[config.mk]
export PLATFORM = sky130hd
export DESIGN_NAME = ycbcr422_group_demux_flat
export DESIGN_NICKNAME = d
export VERILOG_FILES = /design/src/rtl/ycbcr422_group_demux_pkg.sv /design/src/rtl/ycbcr422_group_demux_if.sv /design/src/rtl/ycbcr422_group_demux_pair_fifo.sv /design/src/rtl/ycbcr422_group_demux.sv /design/src/flat_wrapper.sv
export SDC_FILE = /design/constraint.sdc
export NUM_CORES = 1
export LEC_CHECK = 0
export ABC_AREA = 1
export BUFFER_PORTS_ARGS = -buffer_cell sky130_fd_sc_hd__buf_2
export CAP_MARGIN = 20
export CELL_PAD_IN_SITES_DETAIL_PLACEMENT = 0
export CELL_PAD_IN_SITES_GLOBAL_PLACEMENT = 1
export CORE_ASPECT_RATIO = 1.75
export CORE_MARGIN = 1
export CORE_UTILIZATION = 51
export DETAILED_ROUTE_END_ITERATION = 6
export PLACE_DENSITY = 0.82
export SKIP_LAST_GASP = 1
export SLEW_MARGIN = 20
export SYNTH_ARGS = -nofsm -noshare
export SYNTH_HDL_FRONTEND = slang
export SYNTH_SLANG_ARGS = --single-unit
export TNS_END_PERCENT = 1
[constraint.sdc]
create_clock -name clk -period 5.8 [get_ports clk]
set_input_delay 0.87 -clock clk [delete_from_list [all_inputs] [get_ports clk]]
set_output_delay 0.87 -clock clk [all_outputs]
set_load 0.03 [all_outputs]
[src/rtl/ycbcr422_group_demux_pkg.sv]
// Shared types for the 4:2:2 group demux: byte orders, beat index and the
// beat-to-field lookup that decodes each byte order.
package ycbcr_pkg;

  typedef enum logic [1:0] {
    ORD_YUYV = 2'd0,
    ORD_UYVY = 2'd1,
    ORD_YVYU = 2'd2,
    ORD_VYUY = 2'd3
  } order_e;

  typedef logic [1:0] beat_t;

  typedef enum logic [1:0] {
    FLD_Y0 = 2'd0,
    FLD_Y1 = 2'd1,
    FLD_CB = 2'd2,
    FLD_CR = 2'd3
  } field_e;

  localparam int    NUM_FIELDS = 4;
  localparam beat_t LAST_BEAT  = 2'd3;

  // Which pair field the byte at a given beat of a group carries.
  function automatic field_e beat_field(input order_e ord, input beat_t beat);
    field_e map [4];
    case (ord)
      ORD_UYVY: map = '{FLD_CB, FLD_Y0, FLD_CR, FLD_Y1};
      ORD_YVYU: map = '{FLD_Y0, FLD_CR, FLD_Y1, FLD_CB};
      ORD_VYUY: map = '{FLD_CR, FLD_Y0, FLD_CB, FLD_Y1};
      default:  map = '{FLD_Y0, FLD_CB, FLD_Y1, FLD_CR};
    endcase
    return map[beat];
  endfunction

endpackage

[src/rtl/ycbcr422_group_demux_if.sv]
// Camera byte stream in, aligned pixel-pair stream out (ready/valid).
interface ycbcr422_group_demux_if #(
  parameter int DATA_W = 8
);
  logic [DATA_W-1:0] pixel_in;
  logic              pixel_valid;
  logic              frame_start;
  logic              line_end;

  logic [DATA_W-1:0] out_y0;
  logic [DATA_W-1:0] out_y1;
  logic [DATA_W-1:0] out_cb;
  logic [DATA_W-1:0] out_cr;
  logic              out_sof;
  logic              out_eol;
  logic              out_valid;
  logic              out_ready;

  modport slave (
    input  pixel_in, pixel_valid, frame_start, line_end, out_ready,
    output out_y0, out_y1, out_cb, out_cr, out_sof, out_eol, out_valid
  );

  modport master (
    output pixel_in, pixel_valid, frame_start, line_end, out_ready,
    input  out_y0, out_y1, out_cb, out_cr, out_sof, out_eol, out_valid
  );
endinterface

[src/rtl/ycbcr422_group_demux_pair_fifo.sv]
// First-word-fall-through FIFO of pixel pairs; the head reads as all-zero when empty.
module ycbcr_pair_fifo #(
  parameter type T     = logic,
  parameter int  DEPTH = 4
) (
  input  logic clk,
  input  logic rst_n,
  input  logic push,
  input  T     din,
  input  logic pop,
  output T     dout,
  output logic full,
  output logic empty
);
  localparam int AW = $clog2(DEPTH);

  T           mem [DEPTH];
  logic [AW:0] wr_ptr_reg;
  logic [AW:0] rd_ptr_reg;
  logic        do_wr;
  logic        do_rd;

  assign empty = (wr_ptr_reg == rd_ptr_reg);
  assign full  = (wr_ptr_reg[AW] != rd_ptr_reg[AW]) &&
                 (wr_ptr_reg[AW-1:0] == rd_ptr_reg[AW-1:0]);
  assign do_rd = pop && !empty;
  // A pop in the same cycle frees the slot, so a push onto a full FIFO still lands.
  assign do_wr = push && (!full || do_rd);
  assign dout  = empty ? T'('0) : mem[rd_ptr_reg[AW-1:0]];

  always_ff @(posedge clk) begin
    if (do_wr) begin
      mem[wr_ptr_reg[AW-1:0]] <= din;
    end
  end

  always_ff @(posedge clk or negedge rst_n) begin
    if (!rst_n) begin
      wr_ptr_reg <= '0;
      rd_ptr_reg <= '0;
    end else begin
      if (do_wr) wr_ptr_reg <= wr_ptr_reg + 1'b1;
      if (do_rd) rd_ptr_reg <= rd_ptr_reg + 1'b1;
    end
  end
endmodule

[src/rtl/ycbcr422_group_demux.sv]
// Decodes a 4:2:2 camera byte stream into aligned {Y0,Y1,Cb,Cr} pairs with
// SOF/EOL markers, buffered for a ready/valid consumer.
module ycbcr422_group_demux
  import ycbcr_pkg::*;
#(
  parameter int DATA_W     = 8,
  parameter int FIFO_DEPTH = 4,
  parameter int CNT_W      = 11
) (
  input  logic                 clk,
  input  logic                 rst_n,
  input  logic                 enable,
  input  logic [1:0]           order,
  input  logic                 clear_status,
  ycbcr422_group_demux_if.slave bus,
  output logic [CNT_W-1:0]     pair_count,
  output logic                 parsing_active,
  output logic                 align_err,
  output logic                 overflow
);
  typedef struct packed {
    logic [DATA_W-1:0] y0;
    logic [DATA_W-1:0] y1;
    logic [DATA_W-1:0] cb;
    logic [DATA_W-1:0] cr;
    logic              sof;
    logic              eol;
  } pair_w_t;

  order_e           order_reg;
  order_e           eff_order;
  beat_t            beat_reg;
  beat_t            beat_next;
  beat_t            cur_beat;
  field_e           cur_field;
  logic             accept;
  logic             push;
  logic             pop;
  logic             line_close;
  logic             align_evt;
  logic             ovf_evt;
  logic             fifo_full;
  logic             fifo_empty;
  logic             sof_pend_reg;
  logic             active_reg;
  logic             align_err_reg;
  logic             overflow_reg;
  logic [CNT_W-1:0] count_reg;
  logic [DATA_W-1:0] field_byte [NUM_FIELDS];
  pair_w_t          push_pair;
  pair_w_t          head_pair;

  // The frame_start byte is beat 0 of the new frame and already uses the new order.
  always_comb begin
    eff_order  = bus.frame_start ? order_e'(order) : order_reg;
    cur_beat   = bus.frame_start ? beat_t'(0) : beat_reg;
    cur_field  = beat_field(eff_order, cur_beat);
    accept     = bus.pixel_valid && (bus.frame_start || (enable && active_reg));
    push       = accept && (cur_beat == LAST_BEAT);
    beat_next  = accept ? cur_beat + 2'd1 : cur_beat;
    line_close = bus.line_end && !bus.frame_start;
    align_evt  = line_close && (beat_next != 2'd0);
    pop        = !fifo_empty && bus.out_ready;
    ovf_evt    = push && fifo_full && !pop;

    push_pair     = '0;
    push_pair.y0  = field_byte[FLD_Y0];
    push_pair.y1  = field_byte[FLD_Y1];
    push_pair.cb  = field_byte[FLD_CB];
    push_pair.cr  = field_byte[FLD_CR];
    push_pair.sof = sof_pend_reg;
    push_pair.eol = line_close;
  end

  // Each field's staging register merged with the byte arriving this cycle.
  for (genvar gi = 0; gi < NUM_FIELDS; gi++) begin : g_field
    logic [DATA_W-1:0] stage_reg;

    assign field_byte[gi] = (accept && (cur_field == field_e'(gi))) ? bus.pixel_in : stage_reg;

    always_ff @(posedge clk or negedge rst_n) begin
      if (!rst_n) begin
        stage_reg <= '0;
      end else begin
        stage_reg <= field_byte[gi];
      end
    end
  end

  always_ff @(posedge clk or negedge rst_n) begin
    if (!rst_n) begin
      order_reg     <= ORD_YUYV;
      beat_reg      <= '0;
      sof_pend_reg  <= 1'b0;
      count_reg     <= '0;
      active_reg    <= 1'b0;
      align_err_reg <= 1'b0;
      overflow_reg  <= 1'b0;
    end else begin
      if (bus.frame_start) order_reg <= order_e'(order);
      beat_reg <= line_close ? beat_t'(0) : beat_next;

      // A dropped group still consumes the pending SOF marker.
      if (bus.frame_start)  sof_pend_reg <= 1'b1;
      else if (push)        sof_pend_reg <= 1'b0;

      if (bus.frame_start || line_close)                count_reg <= '0;
      else if (push && (count_reg != {CNT_W{1'b1}}))    count_reg <= count_reg + 1'b1;

      if (bus.frame_start) active_reg <= 1'b1;

      if (align_evt)         align_err_reg <= 1'b1;
      else if (clear_status) align_err_reg <= 1'b0;

      if (ovf_evt)           overflow_reg <= 1'b1;
      else if (clear_status) overflow_reg <= 1'b0;
    end
  end

  ycbcr_pair_fifo #(
    .T     (pair_w_t),
    .DEPTH (FIFO_DEPTH)
  ) u_fifo (
    .clk   (clk),
    .rst_n (rst_n),
    .push  (push),
    .din   (push_pair),
    .pop   (pop),
    .dout  (head_pair),
    .full  (fifo_full),
    .empty (fifo_empty)
  );

  assign bus.out_y0      = head_pair.y0;
  assign bus.out_y1      = head_pair.y1;
  assign bus.out_cb      = head_pair.cb;
  assign bus.out_cr      = head_pair.cr;
  assign bus.out_sof     = head_pair.sof;
  assign bus.out_eol     = head_pair.eol;
  assign bus.out_valid   = !fifo_empty;
  assign pair_count      = count_reg;
  assign parsing_active  = active_reg;
  assign align_err       = align_err_reg;
  assign overflow        = overflow_reg;
endmodule

[src/flat_wrapper.sv]
// flat-port wrapper written by rule: the top's interface ports become plain ports
module ycbcr422_group_demux_flat import ycbcr_pkg::*;
#(
  parameter int DATA_W     = 8,
  parameter int FIFO_DEPTH = 4,
  parameter int CNT_W      = 11
)
  (clk, rst_n, enable, order, clear_status, pair_count, parsing_active, align_err, overflow, bus_pixel_in, bus_pixel_valid, bus_frame_start, bus_line_end, bus_out_ready, bus_out_y0, bus_out_y1, bus_out_cb, bus_out_cr, bus_out_sof, bus_out_eol, bus_out_valid);
  ycbcr422_group_demux_if #(.DATA_W(DATA_W)) bus_i ();
  input  logic clk;
  input  logic rst_n;
  input  logic enable;
  input  logic [1:0] order;
  input  logic clear_status;
  output logic [CNT_W-1:0] pair_count;
  output logic parsing_active;
  output logic align_err;
  output logic overflow;
  input wire logic [$bits(bus_i.pixel_in)-1:0] bus_pixel_in;
  input wire logic [$bits(bus_i.pixel_valid)-1:0] bus_pixel_valid;
  input wire logic [$bits(bus_i.frame_start)-1:0] bus_frame_start;
  input wire logic [$bits(bus_i.line_end)-1:0] bus_line_end;
  input wire logic [$bits(bus_i.out_ready)-1:0] bus_out_ready;
  output wire logic [$bits(bus_i.out_y0)-1:0] bus_out_y0;
  output wire logic [$bits(bus_i.out_y1)-1:0] bus_out_y1;
  output wire logic [$bits(bus_i.out_cb)-1:0] bus_out_cb;
  output wire logic [$bits(bus_i.out_cr)-1:0] bus_out_cr;
  output wire logic [$bits(bus_i.out_sof)-1:0] bus_out_sof;
  output wire logic [$bits(bus_i.out_eol)-1:0] bus_out_eol;
  output wire logic [$bits(bus_i.out_valid)-1:0] bus_out_valid;
  assign bus_i.pixel_in = bus_pixel_in;
  assign bus_i.pixel_valid = bus_pixel_valid;
  assign bus_i.frame_start = bus_frame_start;
  assign bus_i.line_end = bus_line_end;
  assign bus_i.out_ready = bus_out_ready;
  assign bus_out_y0 = bus_i.out_y0;
  assign bus_out_y1 = bus_i.out_y1;
  assign bus_out_cb = bus_i.out_cb;
  assign bus_out_cr = bus_i.out_cr;
  assign bus_out_sof = bus_i.out_sof;
  assign bus_out_eol = bus_i.out_eol;
  assign bus_out_valid = bus_i.out_valid;
  ycbcr422_group_demux #(.DATA_W(DATA_W), .FIFO_DEPTH(FIFO_DEPTH), .CNT_W(CNT_W)) u_core (.clk(clk), .rst_n(rst_n), .enable(enable), .order(order), .clear_status(clear_status), .bus(bus_i), .pair_count(pair_count), .parsing_active(parsing_active), .align_err(align_err), .overflow(overflow));
endmodule
==> flow_summary_export.csv <==
group,metric,value,unit
global_routing,antenna_found_initial,0,
critical_path,cpPeakStageDelay,0.76,ns
pwr,finalPower,4.440,mW
global_routing,grt_pass1_wl,27.91,mm
drt,dr.first_iter.drc_count,371,
die,die-area,0.01627,mm²
drt,wl_per_cell,17.57,µm
drt,first_pass_iters,5,
critical_path,critPathRequiredTime,4.93,ns
sta,slew_headroom,47.71,%
synth,syn-num-nets,748,
worst_hold_path,hp-class,"reg -> reg",
synth,synth_area,0.008031,mm²
synth,yosys.area.top_type,"edfxtp_1",
sta,skew,0.01442,ns
synth,yosysWarnings,0,
clocking,cts_setup_buffers,0,
clocking,htreeDepth,4,
critical_path,r2r-start,"u_core.u_fifo.rd_ptr_reg[1]",
drt,vias,5346,
global_routing,grt_max_degree,73,
critical_path,worst_ep_arrival_time,2.77,ns
critical_path,path_max_fanout,72,
clocking,cts_tree,"done",
critical_path,worst-path-stages,7,
die,die_h,168.0,µm
sta,slew_violations,0,
clocking,cts.sinks,193,
global_routing,grt_use_total,22.35,%
synth,synth.avg_cell_area,11.11,µm²
sta,rsz0062_at_grt,"no",
clocking,clkLatencyLatePin,0.43,ns
synth,yosysUniqueCellTypes,29,
final_layout,largest_reg_flops,136,
final_layout,layout_common_cells,"nand2_1 (140), edfxtp_1 (136), nor2_1 (84)",
sta,finalSetupViolations,0,
clocking,clk_pin_slew_worst_paths,0.08,ns
critical_path,critPathTopFamily,"buffers and inverters",
global_routing,first_global_vias,5430,
outcome,status,"completed",
critical_path,crit_buf_inv,4,
synth,synth-edff-count,136,
drt,antenna_left,0,
critical_path,critPathKind,"reg -> out",
sta,finalCritPeriodShare,62.74,%
sta,worst_pin_slew,0.7814,ns
sta,min_period,3.639,ns
final_layout,nNetsFinal,812,
global_routing,overflow,0,
pwr,max-vdd-ir-drop,0.2420,mV
synth,synth_area_leaders,"edfxtp_1 (51%), dfrtp_1 (18%), nand2_1 (6.5%)",
synth,synth-async-reset-ratio,29.53,%
clocking,clk_path_buf_depth,2,
synth,seq_area_frac_synth,68.61,%
sta,hold_viol_final,0,
synth,synthCells,723,
die,initial_core_util,52.19,%
sta,fmax,274.8,MHz
drt,drt_wl_total,17.32,mm
final_layout,diodes,0,
clocking,cts_resized,0,
synth,synth_flop_cell,"edfxtp_1",
run,cap_violations,0,
critical_path,cpMaxStageDelayCell,"dfrtp_4",
final_layout,fillers,1243,
synth,synth_seq_cells,193,
final_layout,layout-drive-gt1-share,16.25,%
final_layout,mostFrequentLayoutCell,"nand2_1",
sta,holdWs,0.5083,ns
critical_path,setup.worst_path.start,"u_core.u_fifo.rd_ptr_reg[0]",
drt,drc_errors,0,
pwr,p_leak,3.876,nW
placed_design,post-dp-hpwl,10.72,mm
critical_path,ff2ff_setup_slack,3.06,ns
die,fp-row-count,60,
critical_path,crit_chain,"inv_2 -> buf_4 -> o21ai_0 -> o22ai_1 -> nand2_1 -> inv_1 -> buf_2",
final_layout,syn_to_final_growth,13.51,%
placed_design,io_buffers,66,
final_layout,final_core_util,59.24,%
sta,finalSetupTns,0,ns
critical_path,crit_end,"bus_out_y1[2]",
clocking,cts_buffers,17,
die,io_pins,67,
drt,via_per_inst,5.422,
critical_path,start_kind,"flop",
pwr,power_density,487.1,mW/mm²
die,die_w,96.86,µm
placed_design,gp_congestion,0.7930,
clocking,cts-root-buf,"clkbuf_16",
die,core_area,0.01539,mm²
synth,synth_top_area_share,50.85,%
critical_path,r2r_cells,8,
critical_path,reg2reg_to,"u_core.u_fifo.mem[1][28]",
critical_path,end_kind,"output pin",
clocking,ctsHoldBuffers,0,
[where the power goes]
group / internal (mW) / switching [mW]
Combinational: 0.407 / 1.10
Sequential: 1.65 / 0.108
Clock: 0.659 / 0.511
Total: 2.72 / 1.72
[area by class of cell]
class,instances,area [µm²],area share [%]
Multi-Input combinational cell,431,2126,23.32
Clock inverter,12,143.9,1.578
Clock buffer,20,446.7,4.900
Timing Repair Buffer,74,390.4,4.282
Inverter,70,262.8,2.882
Tap cell,186,232.7,2.553
Sequential cell,193,5514,60.49
[Yosys cell counts (all sizes together) (6+ instances only)]
cell    count
nor2       90
inv        70
nand3      37
nand4       8
xor2        6
o21ai      95
clkbuf     18
nand2     148
dfrtp      57
o22ai      34
ha          7
buf        11
edfxtp    136
[metrics by stage]
step	cell area [µm²]	std cells	setup WS, ns
final	9116	986	2.161
after global routing	9116	986	1.947
after CTS	9116	986	1.789
after detailed placement	8526	954	2.264
after global placement	8523	954	2.343
after floorplan	8031	723	2.184
[how the worst min path moves through the flow]
stage | slack, ns | startpoint | cells past startpoint | endpoint
2_1_floorplan | 0.47 | u_core.sof_pend_reg | 0 | u_core.u_fifo.mem[0][1]
3_3_place_gp | 0.47 | u_core.parsing_active | 1 | u_core.parsing_active
3_5_place_dp | 0.50 | u_core.parsing_active | 1 | u_core.parsing_active
4_1_cts | 0.52 | u_core.parsing_active | 1 | u_core.parsing_active
5_1_grt | 0.54 | u_core.parsing_active | 1 | u_core.parsing_active
6_report | 0.51 | u_core.parsing_active | 1 | u_core.parsing_active
[cells by family (layout without fill, tap and decap cells)]
| kind of cell | Yosys count | count (layout) | share of synthesized area, % |
|---|---|---|---|
| buffers and inverters | 99 | 176 | 5.047 |
| DFF | 193 | 193 | 68.61 |
| and+or+nand+nor | 285 | 285 | 15.61 |
| AOI/OAI and AO/OA | 132 | 132 | 8.880 |
| adders and majority gates | 7 | 7 | 1.090 |
| xor gates and xnor gates | 7 | 7 | 0.7634 |
[metal layers]
layer	wire length, µm	global-route usage (%)	vias to the layer above
met5	0	0	-
met4	367	8.955	0
met3	711	4.068	25
met2	9496	40.91	155
met1	6748	25.59	2577
li1	-	-	2589
Note: power is estimated with default switching activity, not from simulation.
